--- src/rtl/fetch_unit.sv ---
// Instruction fetch stage: owns the pc, keeps one imem read in flight,
// buffers returned words for decode and flushes on redirects.
module fetch_unit #(
  parameter logic [31:0] RESET_PC   = 32'h0000_0000,
  parameter int          FIFO_DEPTH = 2
) (
  input  logic        clk,
  input  logic        rst,
  output logic        imem_req_valid,
  input  logic        imem_req_ready,
  output logic [31:0] imem_req_addr,
  input  logic        imem_rsp_valid,
  input  logic [31:0] imem_rsp_data,
  input  logic        redirect_valid,
  input  logic [31:0] redirect_pc,
  output logic        dec_valid,
  input  logic        dec_ready,
  output logic [31:0] dec_instr,
  output logic [31:0] dec_pc,
  output logic        fetch_err
);

  localparam int PW = (FIFO_DEPTH > 1) ? $clog2(FIFO_DEPTH) : 1;
  localparam int CW = $clog2(FIFO_DEPTH + 1);
  localparam logic [CW-1:0] FULL  = CW'(FIFO_DEPTH);
  localparam logic [CW:0]   DEPTH = (CW+1)'(FIFO_DEPTH);
  localparam logic [PW-1:0] LAST  = PW'(FIFO_DEPTH - 1);

  logic [31:0]   pc;
  logic [31:0]   inflight_pc;
  logic          outstanding;
  logic          drop;
  logic          err;
  logic [31:0]   buf_pc    [FIFO_DEPTH];
  logic [31:0]   buf_instr [FIFO_DEPTH];
  logic [PW-1:0] head;
  logic [PW-1:0] tail;
  logic [CW-1:0] count;
  logic [CW:0]   occ;
  logic          req_fire;
  logic          pop;
  logic          rsp;
  logic          push;

  function automatic logic [PW-1:0] nxt(input logic [PW-1:0] p);
    return (p == LAST) ? '0 : p + PW'(1);
  endfunction

  // Handshake terms; occ is the buffer occupancy after this cycle
  // settles, counting a live in-flight read as already resident.
  always_comb begin
    dec_valid = !rst && (count != '0) && !redirect_valid;
    pop       = dec_valid && dec_ready;
    rsp       = imem_rsp_valid && outstanding;
    push      = rsp && !drop && !redirect_valid;
    occ       = {1'b0, count}
              + {{CW{1'b0}}, outstanding && !drop}
              - {{CW{1'b0}}, pop};
    imem_req_valid = !rst && !redirect_valid && !err
                   && (!outstanding || imem_rsp_valid)
                   && (occ < DEPTH);
    req_fire  = imem_req_valid && imem_req_ready;
  end

  assign imem_req_addr = pc;
  assign dec_pc        = buf_pc[head];
  assign dec_instr     = buf_instr[head];
  assign fetch_err     = err;

  // Control state: pc, in-flight tracking, drop flag and FIFO pointers.
  always_ff @(posedge clk) begin
    if (rst) begin
      pc          <= RESET_PC;
      inflight_pc <= RESET_PC;
      outstanding <= 1'b0;
      drop        <= 1'b0;
      err         <= 1'b0;
      head        <= '0;
      tail        <= '0;
      count       <= '0;
    end else if (redirect_valid) begin
      pc    <= redirect_pc;
      head  <= '0;
      tail  <= '0;
      count <= '0;
      if (redirect_pc[1:0] != 2'b00) err <= 1'b1;
      if (rsp) begin
        outstanding <= 1'b0;
        drop        <= 1'b0;
      end else if (outstanding) begin
        drop <= 1'b1;
      end
    end else begin
      if (req_fire) begin
        pc          <= pc + 32'd4;
        inflight_pc <= pc;
      end
      if (req_fire)  outstanding <= 1'b1;
      else if (rsp)  outstanding <= 1'b0;
      if (rsp)       drop <= 1'b0;
      if (push)      tail <= nxt(tail);
      if (pop)       head <= nxt(head);
      if (push && !pop)      count <= count + CW'(1);
      else if (pop && !push) count <= count - CW'(1);
    end
  end

  // Buffer storage; contents need no reset since count gates them.
  always_ff @(posedge clk) begin
    if (push) begin
      buf_pc[tail]    <= inflight_pc;
      buf_instr[tail] <= imem_rsp_data;
    end
  end

  // A push into a full buffer would silently lose an instruction.
  always_ff @(posedge clk) begin
    if (!rst) assert (!(push && count == FULL));
  end

endmodule

--- config.mk ---
export PLATFORM = sky130hd
export DESIGN_NAME = fetch_unit
export DESIGN_NICKNAME = d
export VERILOG_FILES = /design/src/rtl/fetch_unit.sv
export SDC_FILE = /design/constraint.sdc
export NUM_CORES = 1
export LEC_CHECK = 0
export CAP_MARGIN = 40
export CORE_UTILIZATION = 45
export CTS_CLUSTER_SIZE = 28
export DETAILED_ROUTE_END_ITERATION = 12
export GPL_TIMING_DRIVEN = 0
export PLACE_DENSITY_LB_ADDON = 0.08
export SLEW_MARGIN = 20
export SYNTH_ARGS = -nofsm -noshare
export SYNTH_HDL_FRONTEND = slang
export SYNTH_SLANG_ARGS = --single-unit
--- constraint.sdc ---
create_clock -name clk -period 5.5 [get_ports clk]
set_clock_uncertainty 0.05 [all_clocks]
set_input_delay 0.825 -clock clk [delete_from_list [all_inputs] [get_ports clk]]
set_output_delay 0.825 -clock clk [all_outputs]
set_load 0.02 [all_outputs]
* Word-level counts from Yosys, hierarchy flattened
Memories as Yosys holds them, arrays and structs flattened. A register that Yosys moved wholly into a read port is not among the register bits.
Index checks and enable logic that the tools add are counted.
** Operators by class
- Add/sub/neg operators :: 7
- Bitwise logic cells :: 1
- Mux-type cells :: 19
- Reductions and logical operators :: 32
- $lt $le $gt $ge :: 1
** Operators with widths (count)
- $mux W32 :: 2
- $add A32 B3 Y32 const B :: 1
- $mux W1 :: 15
- $logic_and A1 B1 Y1 :: 14
- $reduce_bool A2 Y1 :: 6
- $logic_not A1 Y1 :: 7
- $reduce_and A2 Y1 :: 3
- $mux W2 :: 2
- $add A2 B1 Y3 :: 1
- $lt A3 B2 Y1 const B :: 1
- $sub A3 B1 Y3 :: 1
- $add A1 B1 Y1 const B :: 2
- $add A2 B1 Y2 const B :: 1
- $reduce_or A2 Y1 :: 1
- $sub A2 B1 Y2 const B :: 1
- $logic_or A1 B1 Y1 :: 1
- $not A1 Y1 :: 1
** Storage, ports and cells
- Logic and storage cells :: 70
- Output and inout bits :: 99
- Memory bits (writable) :: 128
- Memories kept :: 2
- Input port bits :: 70
- Bits in registers :: 71
** Memory list
- buf_instr :: depth 2, width 32, read ports 1, clocked after Yosys merged registers in 1, write ports 1, RTL line 35 : logic [31:0] buf_instr [FIFO_DEPTH];
- buf_pc :: depth 2, width 32, read ports 1, clocked after Yosys merged registers in 1, write ports 1, RTL line 34 : logic [31:0] buf_pc [FIFO_DEPTH];

* Longest topological paths before layout
Gate-level depths: netlist of run 1.
- Word-level depth :: 10
- Depth in mapped cells :: 15
- Mapped depth without buffers :: 12

* Least setup slack after synthesis of run 1
Ideal clock, no wire load.
- Path type :: input -> register
- From :: input redirect_valid
- To :: memory buf_instr[0][0] (enable)
- Arrival :: 4.204 ns
- Buffers on the path :: 1
- Setup time :: 0.494 ns
- Stages :: 3
- Path slack :: 0.752 ns
- Data required time :: 4.956 ns
- Path through :: buf_6 -> nor3b_1 -> nor2b_1
** Between the ends
- Longest elaborated chain between the ends :: 4
** Ends and longest elaborated chain
- from (decl) :: RTL line 14 : input logic redirect_valid,
- $logic_not A1 Y1 :: RTL line 55 : push = rsp && !drop && !redirect_valid;
- $logic_and A1 B1 Y1 :: RTL line 55
- via push :: RTL line 43 : logic push;
- $mux W1 :: RTL line 110 : if (push) begin
- $mux W1 (implied by the code) :: RTL line 112 : buf_instr[tail] <= imem_rsp_data;
- to (decl) :: RTL line 35
The timed path passes the listed nets, and every way through them passes these cells.

* Final worst setup path of run 1
- From :: input rst
- To :: output imem_req_valid
** Between the ends
- Longest elaborated chain between the ends :: 7
- Elaborated cells between the ends (all ways) :: 10
- Classes of those cells :: 1 x add/sub; 1 x order compare; 8 x reduce/logical
** Ends and longest elaborated chain
- from (decl) :: RTL line 8 : input logic rst,
- $logic_not A1 Y1
- $logic_and A1 B1 Y1 (2 in a row) :: RTL line 52 : dec_valid = !rst && (count != '0) && !redirect_valid;
- $logic_and A1 B1 Y1 :: RTL line 53 : pop = dec_valid && dec_ready;
- via pop :: RTL line 41 : logic pop;
- $sub A3 B1 Y3 :: RTL line 58 : - {{CW{1'b0}}, pop};
- $lt A3 B2 Y1 :: RTL line 61 : && (occ < DEPTH);
- $logic_and A1 B1 Y1 :: RTL line 61
- to (decl) :: RTL line 9 : output logic imem_req_valid,
The timed path passes the listed nets, and every way through them passes these cells.

==> impl_metrics.env, run 1 <==
export IMPL_hold_path_class="register to register"
export IMPL_p_clk_frac=0.388
export IMPL_hold_path_end="buf_pc[0][29]$_DFFE_PP_"
export IMPL_antennaDiodeCount=0
export IMPL_slowest_stage="clkdlybuf4s50_1"
export IMPL_synth_commonest_cells="edfxtp_1, nand2_1, dfxtp_1"
export IMPL_post_route_util=0.6110
export IMPL_htree_levels=4
export IMPL_hpwl_um=13040
export IMPL_area_delta_synth_final_pct=33.46
export IMPL_cts_resized=0
export IMPL_pwr_share_seq=0.544
export IMPL_drv_slew=0
export IMPL_place_area_um2=9968
export IMPL_relSlewSlack=0.4572
export IMPL_post_route_drc_count=0
export IMPL_root_buffer="clkbuf_16"
export IMPL_tns_ns=0
export IMPL_antenna_left=0
export IMPL_reg2reg_slack_ns=1.19
export IMPL_crit_path_start_kind="input port"
export IMPL_fillCellCount=1388
export IMPL_worst_pin_slew_ns=0.8075
export IMPL_start_util=0.4578
export IMPL_crit_type="input port to output port"
export IMPL_leakagePower_uw=0.003394
export IMPL_reg2reg_to="inflight_pc[19]$_SDFFE_PP0P_"
export IMPL_grt_util_all_layers=0.2067
export IMPL_crit_path_end_kind="output port"
export IMPL_ys_seq_area_frac=0.6697
export IMPL_comb_power_share=0.067
export IMPL_outcome="completed"
export IMPL_drive_gt1_frac=0.1422
export IMPL_path_cells="clkdlybuf4s50_1 > clkbuf_1 > nor3_1 > nand2_1 > inv_1 > ha_1 > nand2b_1 > fa_1 > or4b_4 > nor3_1 > clkdlybuf4s50_1"
export IMPL_synth_edf_count=128
export IMPL_cts_max_path_buffers=2
export IMPL_postCtsSetupBuffers=0
export IMPL_routedWlPerCell_um=17.76
export IMPL_die_x_um=134.4
export IMPL_finalSetupViolations=0
export IMPL_rsz0062_at_grt="false"
export IMPL_insertion_delay_ns=0.43
export IMPL_cts_hold_buffers_added=0
export IMPL_wirelength_um=18480
export IMPL_hp_start="inflight_pc[29]$_SDFFE_PP0P_"
export IMPL_antenna_found_initial=0
export IMPL_synth_top_area_frac=0.4871
export IMPL_cts_made_buffers=17
export IMPL_p_switching_uw=685.8
export IMPL_grt_pass1_wl_um=27980
export IMPL_crit_fanout=10
export IMPL_synth_top_area_cell="edfxtp_1"
export IMPL_syn_area_per_cell_um2=12.89
export IMPL_die_area_um2=18070
export IMPL_first_pass_iters=6
export IMPL_fin_nets=877
export IMPL_power_density_nw_per_um2=286.4
export IMPL_hold_viol=0
export IMPL_core_area_um2=17240
export IMPL_vdd_ir_drop_max_uv=208.6
export IMPL_r2r_start="count[1]$_SDFFE_PP0P_"
export IMPL_dp_cells=1009
export IMPL_first_iter_violations=312
export IMPL_cts_tree="yes"
export IMPL_swShare=0.2273
export IMPL_vias=5612
export IMPL_cts_sinks=200
export IMPL_synth_most_common_cell="edfxtp_1"
export IMPL_crit_arrival_ns=4.37
export IMPL_synth_seq_cells=200
export IMPL_yosys_top_cells_area="edfxtp_1, dfxtp_1, mux2_2"
export IMPL_cpPeakStageDelay_ns=0.63
export IMPL_synth_cell_types=50
export IMPL_synth_main_ff_cell="edfxtp_1"
export IMPL_io_buffers=167
export IMPL_gp_congestion=0.8818
export IMPL_finalCriticalPeriod_ns=5.244
export IMPL_async_flop_share=0
export IMPL_num_rows=48
export IMPL_p_int_uw=2331
export IMPL_post_route_cell_area_um2=10530
export IMPL_worstHoldPathCells=0
export IMPL_multi_input_area_um2=2424
export IMPL_regArea_um2=5285
export IMPL_num_io_pins=169
export IMPL_viasPerCell=5.391
export IMPL_setup_worst_path_start="rst"
export IMPL_timing_max_cap_violations=0
export IMPL_clk_pin_slew_worst_paths_ns=0.07
export IMPL_instances_no_fill=1041
export IMPL_grt_ovfl_total=0
export IMPL_ys_warn_count=0
export IMPL_syn_instance_count=612
export IMPL_syn_area_um2=7891
export IMPL_post_route_period_util=0.9535
export IMPL_synthesis_nets=686
export IMPL_die_h_um=134.4
export IMPL_clock_fmax_mhz=190.7
export IMPL_grt_max_degree=54
export IMPL_worst_r2r_cell_count=13
export IMPL_grt_pass1_vias=5401
export IMPL_required_ns=4.62
==> placed cells by master, fill, tap and decap left out, types with 18 or more instances in the layout <==
| master | instances |
|---|---|
| mux2_2 | 64 |
| clkdlybuf4s50_1 | 167 |
| clkbuf_16 | 18 |
| a21oi_1 | 52 |
| edfxtp_1 | 128 |
| nor2_1 | 31 |
| dfxtp_1 | 72 |
| nand2_1 | 80 |
| clkbuf_1 | 27 |
==> per-stage QoR <==
| step | hold slack, ns | setup slack (ns) | power (uW) |
|---|---|---|---|
| after detailed placement | 0.3909 | 0.05829 | 1876 |
| after floorplan | 0.3754 | 0.7525 | 1751 |
| final | 0.4055 | 0.2556 | 3016 |
| after global placement | 0.3807 | -1.542 | 1871 |
| after global routing | 0.4227 | 0.07627 | 3110 |
| after CTS | 0.4091 | 0.2444 | 3040 |
==> cell families after synthesis <==
family / share of synthesized area
compound gates: 0.07579
mux: 0.09386
xor+xnor: 0.01665
buf+inv: 0.02521
simple gates: 0.1115
fa+ha+maj: 0.007294
flops: 0.6697
==> flip-flops by register name, summed over array words and instances, names as in the netlist, named ones only <==
| signal | flops |
|---|---|
| inflight_pc | 32 |
| drop | 1 |
| outstanding | 1 |
| count | 2 |
| buf_pc | 64 |
| buf_instr | 64 |
| head | 1 |
| tail | 1 |
| fetch_err | 1 |
| imem_req_addr | 32 |
==> worst max-delay path: cells and delay by family <==
family                   cells  cell delay [ns]
buffers and inverters        4             1.62
AND/OR/NAND/NOR              5             1.14
adder cells (fa/ha/maj)      2             0.78
==> layer usage <==
layer / track usage / routed length (um) / vias to the layer above
li1: - / - / 2642
met1: 0.2608 / 7656 / 2670
met2: 0.3330 / 8860 / 253
met3: 0.04384 / 1271 / 47
met4: 0.1124 / 694 / 0
met5: 0 / 0 / -
==> power by group through the flow <==
stage | combinational [uW] | clock (uW) | sequential [uW]
6_report | 204 | 1170 | 1640
5_1_grt | 216 | 1250 | 1640
4_1_cts | 203 | 1200 | 1640
3_5_place_dp | 202 | 0 | 1670
3_3_place_gp | 197 | 0 | 1670
2_1_floorplan | 67.8 | 0 | 1680
==> layout make-up <==
class / count / area share
buffer: 36 / 0.01497
clock buffer: 19 / 0.04313
clock inverter: 13 / 0.01034
inverter: 11 / 0.003921
multi-input combinational: 365 / 0.2301
sequential: 200 / 0.5018
tap: 225 / 0.02673
timing repair buffer: 172 / 0.1689
==> worst max-delay path by stage <==
stage          slack [ns]                           end  depth (start not counted)
2_1_floorplan        0.75     buf_instr[0][0]$_DFFE_PP_                          3
3_3_place_gp        -1.54    buf_instr[0][16]$_DFFE_PP_                          3
3_5_place_dp         0.06  inflight_pc[19]$_SDFFE_PP0P_                         14
4_1_cts              0.24                imem_req_valid                         11
5_1_grt              0.08                imem_req_valid                         11
6_report             0.26                imem_req_valid                         11
No activity file was read; power rests on OpenSTA's default activity.
==> run 2: changes to the inputs <==
- CTS_CLUSTER_SIZE: 28 -> 16
==> results of run 2 <==
No change in the layout: final DEF, timing and power equal those of run 1.
==> run 3: changes to the inputs <==
- CAP_MARGIN: 40 -> 0
==> impl_metrics.env, run 3 (synthesized netlist as in run 1, its figures left out) <==
export IMPL_critPathTopFamily="buffers and inverters"
export IMPL_num_io_pins=169
export IMPL_relSlewSlack=0.4590
export IMPL_clk_pin_slew_worst_paths_ns=0.07
export IMPL_num_rows=48
export IMPL_worstHoldPathCells=0
export IMPL_outcome="completed"
export IMPL_finalSetupViolations=0
export IMPL_place_area_um2=9963
export IMPL_timing_max_cap_violations=0
export IMPL_antenna_left=0
export IMPL_grt_ovfl_total=0
export IMPL_gp_congestion=0.8818
export IMPL_postCtsSetupBuffers=0
export IMPL_cts_hold_buffers_added=0
export IMPL_worst_r2r_cell_count=13
export IMPL_hold_path_class="register to register"
export IMPL_slowest_stage="clkdlybuf4s50_1"
export IMPL_io_buffers=167
export IMPL_vdd_ir_drop_max_uv=212.8
export IMPL_final_common_cell="clkdlybuf4s50_1"
export IMPL_instances_no_fill=1040
export IMPL_reg2reg_to="inflight_pc[19]$_SDFFE_PP0P_"
export IMPL_cpPeakStageDelay_ns=0.64
export IMPL_clock_fmax_mhz=191.4
export IMPL_post_route_drc_count=0
export IMPL_reg2reg_slack_ns=1.26
export IMPL_mostFrequentLayoutCells="clkdlybuf4s50_1, edfxtp_1, nand2_1"
export IMPL_path_buf_inv=4
export IMPL_grt_max_degree=54
export IMPL_crit_path_end_kind="output port"
export IMPL_cts_resized=0
export IMPL_routedWlPerCell_um=17.90
export IMPL_path_cells="clkdlybuf4s50_1 > clkbuf_1 > nor3_1 > nand2_1 > inv_1 > ha_1 > nand2b_1 > fa_1 > or4b_4 > nor3_1 > clkdlybuf4s50_1"
export IMPL_cts_tree="yes"
export IMPL_die_x_um=134.4
export IMPL_hpwl_um=13100
export IMPL_dp_cells=1008
export IMPL_finalCriticalPeriod_ns=5.224
export IMPL_fin_hold_ws_ns=0.4088
export IMPL_core_area_um2=17240
export IMPL_cts_sinks=200
export IMPL_hp_start="inflight_pc[7]$_SDFFE_PP0P_"
export IMPL_first_pass_iters=5
export IMPL_die_h_um=134.4
export IMPL_cts_made_buffers=17
export IMPL_post_route_cell_area_um2=10500
export IMPL_hold_viol=0
export IMPL_leakagePower_uw=0.003349
export IMPL_antenna_found_initial=0
export IMPL_vias=5575
export IMPL_crit_fanout=10
export IMPL_drv_slew=0
export IMPL_insertion_delay_ns=0.43
export IMPL_first_iter_violations=343
export IMPL_power_density_nw_per_um2=283.2
export IMPL_root_buffer="clkbuf_16"
export IMPL_r2r_start="count[1]$_SDFFE_PP0P_"
export IMPL_finalPower_uw=2974
export IMPL_hold_path_end="buf_pc[0][7]$_DFFE_PP_"
export IMPL_rsz0062_at_grt="false"
export IMPL_crit_arrival_ns=4.35
export IMPL_fillCellCount=1380
export IMPL_worst_pin_slew_ns=0.8048
export IMPL_area_delta_synth_final_pct=33.09
export IMPL_grt_pass1_wl_um=28290
export IMPL_antennaDiodeCount=0
export IMPL_die_area_um2=18070
export IMPL_crit_type="input port to output port"
export IMPL_post_route_period_util=0.9499
export IMPL_wirelength_um=18620
export IMPL_grt_util_all_layers=0.2091
export IMPL_cts_max_path_buffers=2
export IMPL_start_util=0.4578
export IMPL_largestRegisters="buf_instr (64), buf_pc (64)"
export IMPL_drive_gt1_frac=0.1399
export IMPL_viasPerCell=5.361
export IMPL_crit_path_start_kind="input port"
export IMPL_htree_levels=4
export IMPL_fin_nets=876
export IMPL_grt_pass1_vias=5362
export IMPL_required_ns=4.62
==> run 3: routing by layer <==
metal / wire length, um / global-route usage
met5: 0 / 0
met4: 592 / 0.1005
met3: 1358 / 0.04460
met2: 8914 / 0.3440
met1: 7754 / 0.2629
==> run 3: how the worst max path moves through the flow <==
stage,start,endpoint,depth (start not counted)
floorplan,redirect_valid,buf_instr[0][0]$_DFFE_PP_,3
global placement,imem_rsp_valid,buf_instr[0][16]$_DFFE_PP_,3
detailed placement,rst,inflight_pc[19]$_SDFFE_PP0P_,14
CTS,rst,imem_req_valid,11
global route,rst,inflight_pc[19]$_SDFFE_PP0P_,14
finish,rst,imem_req_valid,11
==> run 3: worst register-to-register path: stages, from the launching register on <==
cell	delay [ns]
dfxtp_1	0.44
nor2_1	0.08
nor3_1	0.19
nand2_1	0.15
inv_1	0.08
ha_1	0.22
nand2b_1	0.15
fa_1	0.51
or4b_4	0.48
nor4_1	0.56
clkbuf_1	0.50
clkbuf_1	0.45
nand2_1	0.15
a21oi_1	0.16
==> run 3: cell type report <==
class	count	area, um2	share of cell area
Clock buffer	20	436.7	0.04158
Tap cell	225	281.5	0.02680
Multi-Input combinational cell	365	2430	0.2314
Buffer	36	157.7	0.01501
Sequential cell	200	5285	0.5032
Inverter	11	41.29	0.003931
Clock inverter	12	96.34	0.009173
Timing Repair Buffer	171	1774	0.1689
==> run 3: metrics by stage <==
step | util | setup WS [ns] | setup TNS (ns)
finish | 0.6093 | 0.2756 | 0
global route | 0.6093 | 0.09743 | 0
CTS | 0.6090 | 0.2488 | 0
detailed placement | 0.5780 | 0.05954 | 0
global placement | 0.5711 | -1.542 | -98.25
floorplan | - | 0.7525 | 0
==> run 3: power breakdown <==
part	internal, uW	switching, uW	leakage [uW]	total (uW)
combinational	103	100	0.00145	203
sequential	1610	31.1	0.00167	1640
clock	584	545	0.000236	1130
